`config.mk`:
```
export PLATFORM = sky130hd
export DESIGN_NAME = demux_deser8
export DESIGN_NICKNAME = d
export VERILOG_FILES = /design/src/rtl/demux_deser8.sv
export SDC_FILE = /design/constraint.sdc
export NUM_CORES = 1
export LEC_CHECK = 0
export CAP_MARGIN = 20
export CORE_MARGIN = 2
export CORE_UTILIZATION = 40
export DETAILED_ROUTE_END_ITERATION = 12
export GPL_ROUTABILITY_DRIVEN = 1
export SLEW_MARGIN = 10
export SYNTH_ARGS = -nofsm -noshare
export SYNTH_HDL_FRONTEND = slang
export SYNTH_SLANG_ARGS = --single-unit
export TNS_END_PERCENT = 5
```
`constraint.sdc`:
```
create_clock -name clk -period 2 [get_ports clk]
set_input_delay 0.4 -clock clk [delete_from_list [all_inputs] [get_ports clk]]
set_output_delay 0.4 -clock clk [all_outputs]
set_load 0.005 [all_outputs]
```
`src/rtl/demux_deser8.sv`:
```
// demux_deser8 - serial-to-parallel 1-to-8 demultiplexing receiver.
//
// Each accepted serial bit is written into the slot of an assembly register
// chosen by a slot counter (the receive side of a counter-driven 8:1 mux).
// Completed bytes go out through a one-entry register with valid/ready.
//
// Ports:
//   clk         rising-edge clock
//   rst         synchronous active-high reset
//   sin         serial data bit
//   sin_valid   sin is valid this cycle
//   sin_start   (qualified by sin_valid) bit 0 of a new byte
//   q           completed byte, q[i] = bit accepted in slot i
//   q_valid     q holds an unconsumed byte
//   q_ready     consumer accepts q
//   sel         slot the next accepted bit goes to
//   overrun     sticky: a completed byte was dropped
//   parity_err  only with DEMUX_PARITY_EN: even-parity check of delivered byte
//
// Optional feature macro: DEMUX_PARITY_EN (9-bit frames, slot 8 = even parity,
// sel widens to 4 bits, parity_err port present).
module demux_deser8 (
  input  logic         clk,
  input  logic         rst,
  input  logic         sin,
  input  logic         sin_valid,
  input  logic         sin_start,
  output logic [7:0]   q,
  output logic         q_valid,
  input  logic         q_ready,
`ifdef DEMUX_PARITY_EN
  output logic [3:0]   sel,
  output logic         overrun,
  output logic         parity_err
`else
  output logic [2:0]   sel,
  output logic         overrun
`endif
);

`ifdef DEMUX_PARITY_EN
  localparam int SW   = 4;
  localparam int LAST = 8;
  localparam int AW   = 8;   // all 8 data bits are stored; parity bit is used live
`else
  localparam int SW   = 3;
  localparam int LAST = 7;
  localparam int AW   = 7;   // slot 7 is used live from sin, never stored
`endif

  typedef enum logic {S_IDLE, S_RUN} state_t;

  state_t          r_state;
  logic [SW-1:0]   r_sel;
  logic [AW-1:0]   r_asm;
  logic [7:0]      r_q;
  logic            r_q_valid;
  logic            r_overrun;

  logic            w_acc;
  logic [SW-1:0]   w_slot;
  logic            w_done;
  logic            w_free;
  logic [7:0]      w_byte;

  // A bit is taken when valid and either synchronised or carrying a start.
  assign w_acc  = sin_valid & (sin_start | (r_state == S_RUN));
  // A start always restarts the frame at slot 0 (resync, partial discarded).
  assign w_slot = sin_start ? '0 : r_sel;
  assign w_done = w_acc & (w_slot == SW'(LAST));
  // Output register is free now or is being emptied on this same edge.
  assign w_free = ~r_q_valid | q_ready;

`ifdef DEMUX_PARITY_EN
  logic r_perr;
  assign w_byte     = r_asm;
  assign parity_err = r_perr;
`else
  assign w_byte     = {sin, r_asm};
`endif

  always_ff @(posedge clk) begin
    if (rst) begin
      r_state   <= S_IDLE;
      r_sel     <= '0;
      r_asm     <= '0;
      r_q       <= 8'h00;
      r_q_valid <= 1'b0;
      r_overrun <= 1'b0;
`ifdef DEMUX_PARITY_EN
      r_perr    <= 1'b0;
`endif
    end else begin
      if (r_q_valid & q_ready)
        r_q_valid <= 1'b0;
      if (w_acc) begin
        r_state <= S_RUN;
        for (int i = 0; i < AW; i++)
          if (w_slot == SW'(i)) r_asm[i] <= sin;
        r_sel <= (w_slot == SW'(LAST)) ? '0 : w_slot + SW'(1);
        if (w_done) begin
          if (w_free) begin
            r_q       <= w_byte;
            r_q_valid <= 1'b1;
`ifdef DEMUX_PARITY_EN
            r_perr    <= ^{r_asm, sin};
`endif
          end else begin
            r_overrun <= 1'b1;
          end
        end
      end
    end
  end

  assign q       = r_q;
  assign q_valid = r_q_valid;
  assign sel     = r_sel;
  assign overrun = r_overrun;

endmodule

```
* Word level (Yosys, flattened, before mapping)
Cells that the tools add are included.
Storage, ports and cells: register bits 21, output and inout bits 13, word-level logic and storage cells 43, input port bits 6
Operators by class: eq/ne operators 7, $add $sub $neg 1, reduce and logical (&&, ||, !) cells 10, multiplexer cells 6, bitwise operators 7
Operator list (number):
- $reduce_and A2 Y1 | 7
- $eq A3 B3 Y1 const B | 4
- $eq A3 B2 Y1 const B | 2
- $mux W3 | 2
- $reduce_and A3 Y1 | 2
- $mux W1 | 4
- $add A3 B1 Y3 const B | 1
- $and A1 B1 Y1 | 3
- $eq A3 B1 Y1 const B | 1
- $logic_not A3 Y1 | 1
- $not A1 Y1 | 2
- $or A1 B1 Y1 | 2

* Longest topological paths before layout
word-level depth 5, depth in mapped cells 6, mapped depth without buffers 5

* Worst setup path after synthesis
Ideal clock, no wire load.
path kind input port to flip-flop, start input sin_start, end register r_q[0], in the netlist q[0], library setup time 0.119 ns, required time 1.881 ns, buffers on the path 1, arrival time 1.381 ns, path slack 0.500 ns, stages 6, cell sequence and2b_1 -> ha_1 -> ha_1 -> and3_4 -> buf_6 -> mux2i_1
On the way: word-level cells in the longest chain between the ends 4, elaborated cells between the ends (all ways) 6, those cells by class eq/ne: 1; mux: 1; bitwise: 3; reduce/logical: 1
RTL lines:
- from (decl) | line 27 | input logic sin_start,
- $mux W3 / $or A1 B1 Y1 (equally long branches) | line 69, 67
- $eq A3 B3 Y1 / $and A1 B1 Y1 (equally long branches) | line 70, 67
- $and A1 B1 Y1 | line 70 | assign w_done = w_acc & (w_slot == SW'(LAST));
- $reduce_and A3 Y1 (no source line) *
- to (signal assigned) | line 103 | r_q <= w_byte;
- to (decl) | line 56 | logic [7:0] r_q;
Every way passes the cells marked *; elsewhere a longest branch is shown, timed or not. A chain may end at the register's enable or synchronous reset.

* Final worst setup path
start input sin_start, end register r_q[3], in the netlist q[3]
The elaborated chain is that of the path after synthesis.

==> run summary <==
The run finished with clean final reports. The clock-pin transition on the worst setup and hold timing paths was 110 ps; the post-synth net total was 106. After synthesis, flip-flops and latches occupy 43.3% of the total area. For the finished layout, the period the worst path requires is 1660 ps. The number of routed nets with antenna violations was 0; the floorplan core area was 2250 µm². Setup violations remaining at the end of the flow were counted as 0. The logs give 705 for the number of global-route vias before repair and 21 for the number of clock sinks seen by CTS. For this run, design rule violations remaining after detail routing come to 0.

The effective utilization at floorplan is 43.1%, and the largest fanout on the critical path is 5. Top cell family by delay on the critical path: buffers and inverters. Headroom to the max-slew limit came out at 77.9%. The endpoint identified for the worst register-to-register timing path is q[3]$_SDFFE_PP0P_.

Traced cell by cell, the critical path runs through clkdlybuf4s50_1 > and2b_1 > ha_1 > ha_1 > nand3_2 > mux2i_1. Summed over all layers, the routed wires come to 1680 µm. The cell depth of the worst flop-to-flop path was 5; the data required time of the critical path was 2240 ps. Post-cts gate resize count: 0. The global routing usage on met1 is 17.8%.

The worst flop-to-flop path startpoint was sel[0]$_SDFFE_PP0N_. The peak ir drop on the vdd network was 0.388 mV; the cell depth of the worst hold path was 2. The final worst-path cycle share was 82.8%. The global-route wire length before repair was 2930 µm. The class of the tightest hold or removal check was flip-flop to flip-flop. The root buffer cell chosen for the clock tree is sky130_fd_sc_hd__clkbuf_4. Number of hold violations in the final report: 0. During placement, the flow inserted port buffers numbering 18.

The run gives 14.2% as the global-route usage over all layers. For hold timing, the worst endpoint is overrun$_SDFFE_PP0P_. For this block, the initial DRC count from the detailed router was 4. The cell area power density works out to 564 nW/µm². The worst setup path is captured at a flip-flop. The initial antenna violation count was 0; the leftover overflow at the end of global routing was 0. Setup total negative slack on the finished layout was measured at 0 ps.

Number of max-cap violations: 0. For the count of pins on the block boundary, the log shows 19. For the final net count, the log shows 130. Cell area after synthesis: 971 µm². Dividing the detail-routed via count by the number of cells gives 4.69.

The iteration count of the initial detailed-routing pass was 4; the via total after detailed routing was 680. In this run, CTS created clock tree buffers numbering 3. The synthesized area per cell is 10.3 µm², and the post-CTS setup buffer count is 0. At the worst endpoint, the arrival time is 1890 ps. The cell count after synthesis came out at 94. The die covers 2840 µm².

The met3 layer usage reported by global route came out at 2.82%. The count of final max-slew check failures is 0, and the average wire length per cell after detail routing is 11.6 µm. The flip-flop and latch count after synthesis is 21, and the area after detailed placement is 1200 µm².

The filler cells instantiated in the layout total 229. The slowest library cell on the worst path is sky130_fd_sc_hd__clkdlybuf4s50_1. The run gives 1 as the number of H-tree levels. TritonCTS built the clock tree. The vertical die dimension works out to 53.3 µm. The logs give 14 for the maximum number of pins on one net before global-route repair and 1260 µm for the HPWL reported at the end of detailed placement.

The path type of the worst setup path is primary input to flip-flop. The area of all placed cells without fillers was 1220 µm². The cell that appears most often on the critical path is sky130_fd_sc_hd__ha_1.

The stage delay of the slowest cell on the critical path came out at 490 ps. Worst setup slack for register-to-register paths: 620 ps. met2 is the most crowded layer.

For this run, the top clock speed supported by timing is 604 MHz. The combined buffer and inverter count along the critical path is 1, and the setup skew after layout is 1.17 ps. The fraction of final layout cells sized beyond drive strength 1 was 10.3%.

In this run the most critical hold path is launched from overrun$_SDFFE_PP0P_. STA classifies the critical path startpoint as a primary input. The area overhead of the layout relative to synthesis was 26.2%; the number of warnings reported in the yosys synthesis log was 0.

Final weighted congestion of routability-driven global placement: 0.728. Die width: 53.3 µm. Final antenna diode count: 0. In this run the deepest clock path goes through 2 buffers. The run gives 20 as the post-synthesis cell type count. The run gives 0.536 nW as the leakage power figure. For met2 alone, demand over resource in global routing was 23.3%. Setup repair after global routing left no endpoint under its margin.

The source-to-sink clock delay at the later pin of the worst-skew pair was 300 ps; the transition at the pin with the smallest max-transition slack was 332 ps. For the site row count, the log shows 17. After clock tree synthesis, the flow added hold-fix buffers numbering 0.
cells in the final DEF, fill, tap and decap left out, types with 5 or more instances in the layout:
cell and n:
sky130_fd_sc_hd__dfxtp_1 21, sky130_fd_sc_hd__nand2b_1 18, sky130_fd_sc_hd__clkdlybuf4s50_1 18, sky130_fd_sc_hd__mux2i_1 17
sky130_fd_sc_hd__ha_1 6, sky130_fd_sc_hd__buf_4 6, sky130_fd_sc_hd__nand2_1 5, sky130_fd_sc_hd__nor2_1 5
kinds of logic after synthesis:
| group | share of synthesized area (%) |
|---|---|
| buffers and inverters | 4.64 |
| adders and majority gates | 7.73 |
| muxes | 17.5 |
| AOI/OAI and AO/OA | 5.15 |
| DFF | 43.3 |
| and+or+nand+nor | 21.7 |
synth_stat cells:
cell | count | share of area, %
sky130_fd_sc_hd__and2b_1 | 3 | 2.3
sky130_fd_sc_hd__a211oi_1 | 1 | 0.77
sky130_fd_sc_hd__and4b_1 | 1 | 1.0
sky130_fd_sc_hd__buf_6 | 2 | 2.3
sky130_fd_sc_hd__nor2_1 | 5 | 1.9
sky130_fd_sc_hd__clkbuf_1 | 2 | 0.77
sky130_fd_sc_hd__o31ai_1 | 1 | 0.77
sky130_fd_sc_hd__a21oi_1 | 1 | 0.51
sky130_fd_sc_hd__and3_4 | 1 | 1.2
sky130_fd_sc_hd__nand3_2 | 1 | 1.0
sky130_fd_sc_hd__nor2b_1 | 1 | 0.64
sky130_fd_sc_hd__ha_1 | 6 | 7.7
sky130_fd_sc_hd__dfxtp_1 | 21 | 43
sky130_fd_sc_hd__o21a_1 | 1 | 0.77
sky130_fd_sc_hd__buf_1 | 1 | 0.39
sky130_fd_sc_hd__nand2_1 | 5 | 1.9
sky130_fd_sc_hd__o211ai_1 | 3 | 2.3
sky130_fd_sc_hd__inv_1 | 3 | 1.2
sky130_fd_sc_hd__nand2b_1 | 18 | 12
sky130_fd_sc_hd__mux2i_1 | 17 | 18
layer usage:
layer	vias up	routed length, µm
met3	2	73
li1	360	-
met1	308	841
met4	0	13
met5	-	0
met2	10	747
metrics by stage:
step	power (mW)	util [%]	setup slack (ps)	hold slack (ps)	cells
final	0.691	54.3	345	480	145
after global routing	0.723	54.3	268	501	145
after CTS	0.704	54.3	346	484	145
after detailed placement	0.500	53.1	19.6	455	141
after global placement	0.500	53.1	41.6	447	141
after floorplan	0.472	-	500	456	94
worst min-delay path: stages, from the launching register on:
cell                       delay (ps)
sky130_fd_sc_hd__dfxtp_1          330
sky130_fd_sc_hd__nand2b_1          60
sky130_fd_sc_hd__o31ai_1           50
where the power goes:
group | switching (mW) | internal [mW] | total, mW
logic | 0.0276 | 0.0358 | 0.0633
registers | 0.00377 | 0.424 | 0.428
clock network | 0.126 | 0.0744 | 0.200
total | 0.157 | 0.534 | 0.691
how the worst max path moves through the flow:
stage / from / to / slack [ps] / cells past startpoint
after floorplan: sin_start / q[0]$_SDFFE_PP0P_ / 500 / 6
after global placement: sin_start / q[3]$_SDFFE_PP0P_ / 40 / 6
after detailed placement: sin_start / q[4]$_SDFFE_PP0P_ / 20 / 6
after CTS: sel[2]$_SDFFE_PP0N_ / sel[2] / 350 / 1
after global routing: sin_start / q[7]$_SDFFE_PP0P_ / 270 / 6
final: sin_start / q[3]$_SDFFE_PP0P_ / 340 / 6
final cells by class:
class	count	area, µm²	share of cell area [%]
Clock buffer	3	22.5	1.84
Tap cell	28	35.0	2.86
Sequential cell	21	420	34.3
Multi-Input combinational cell	65	505	41.3
Timing Repair Buffer	24	225	18.4
Clock inverter	1	5.00	0.409
Inverter	3	11.3	0.919
flip-flops by register name, summed over array words and instances (netlist names):
signal   flops
overrun      1
q            8
q_valid      1
r_asm        7
r_state      1
sel          3
(Power assumes the default switching activity.)
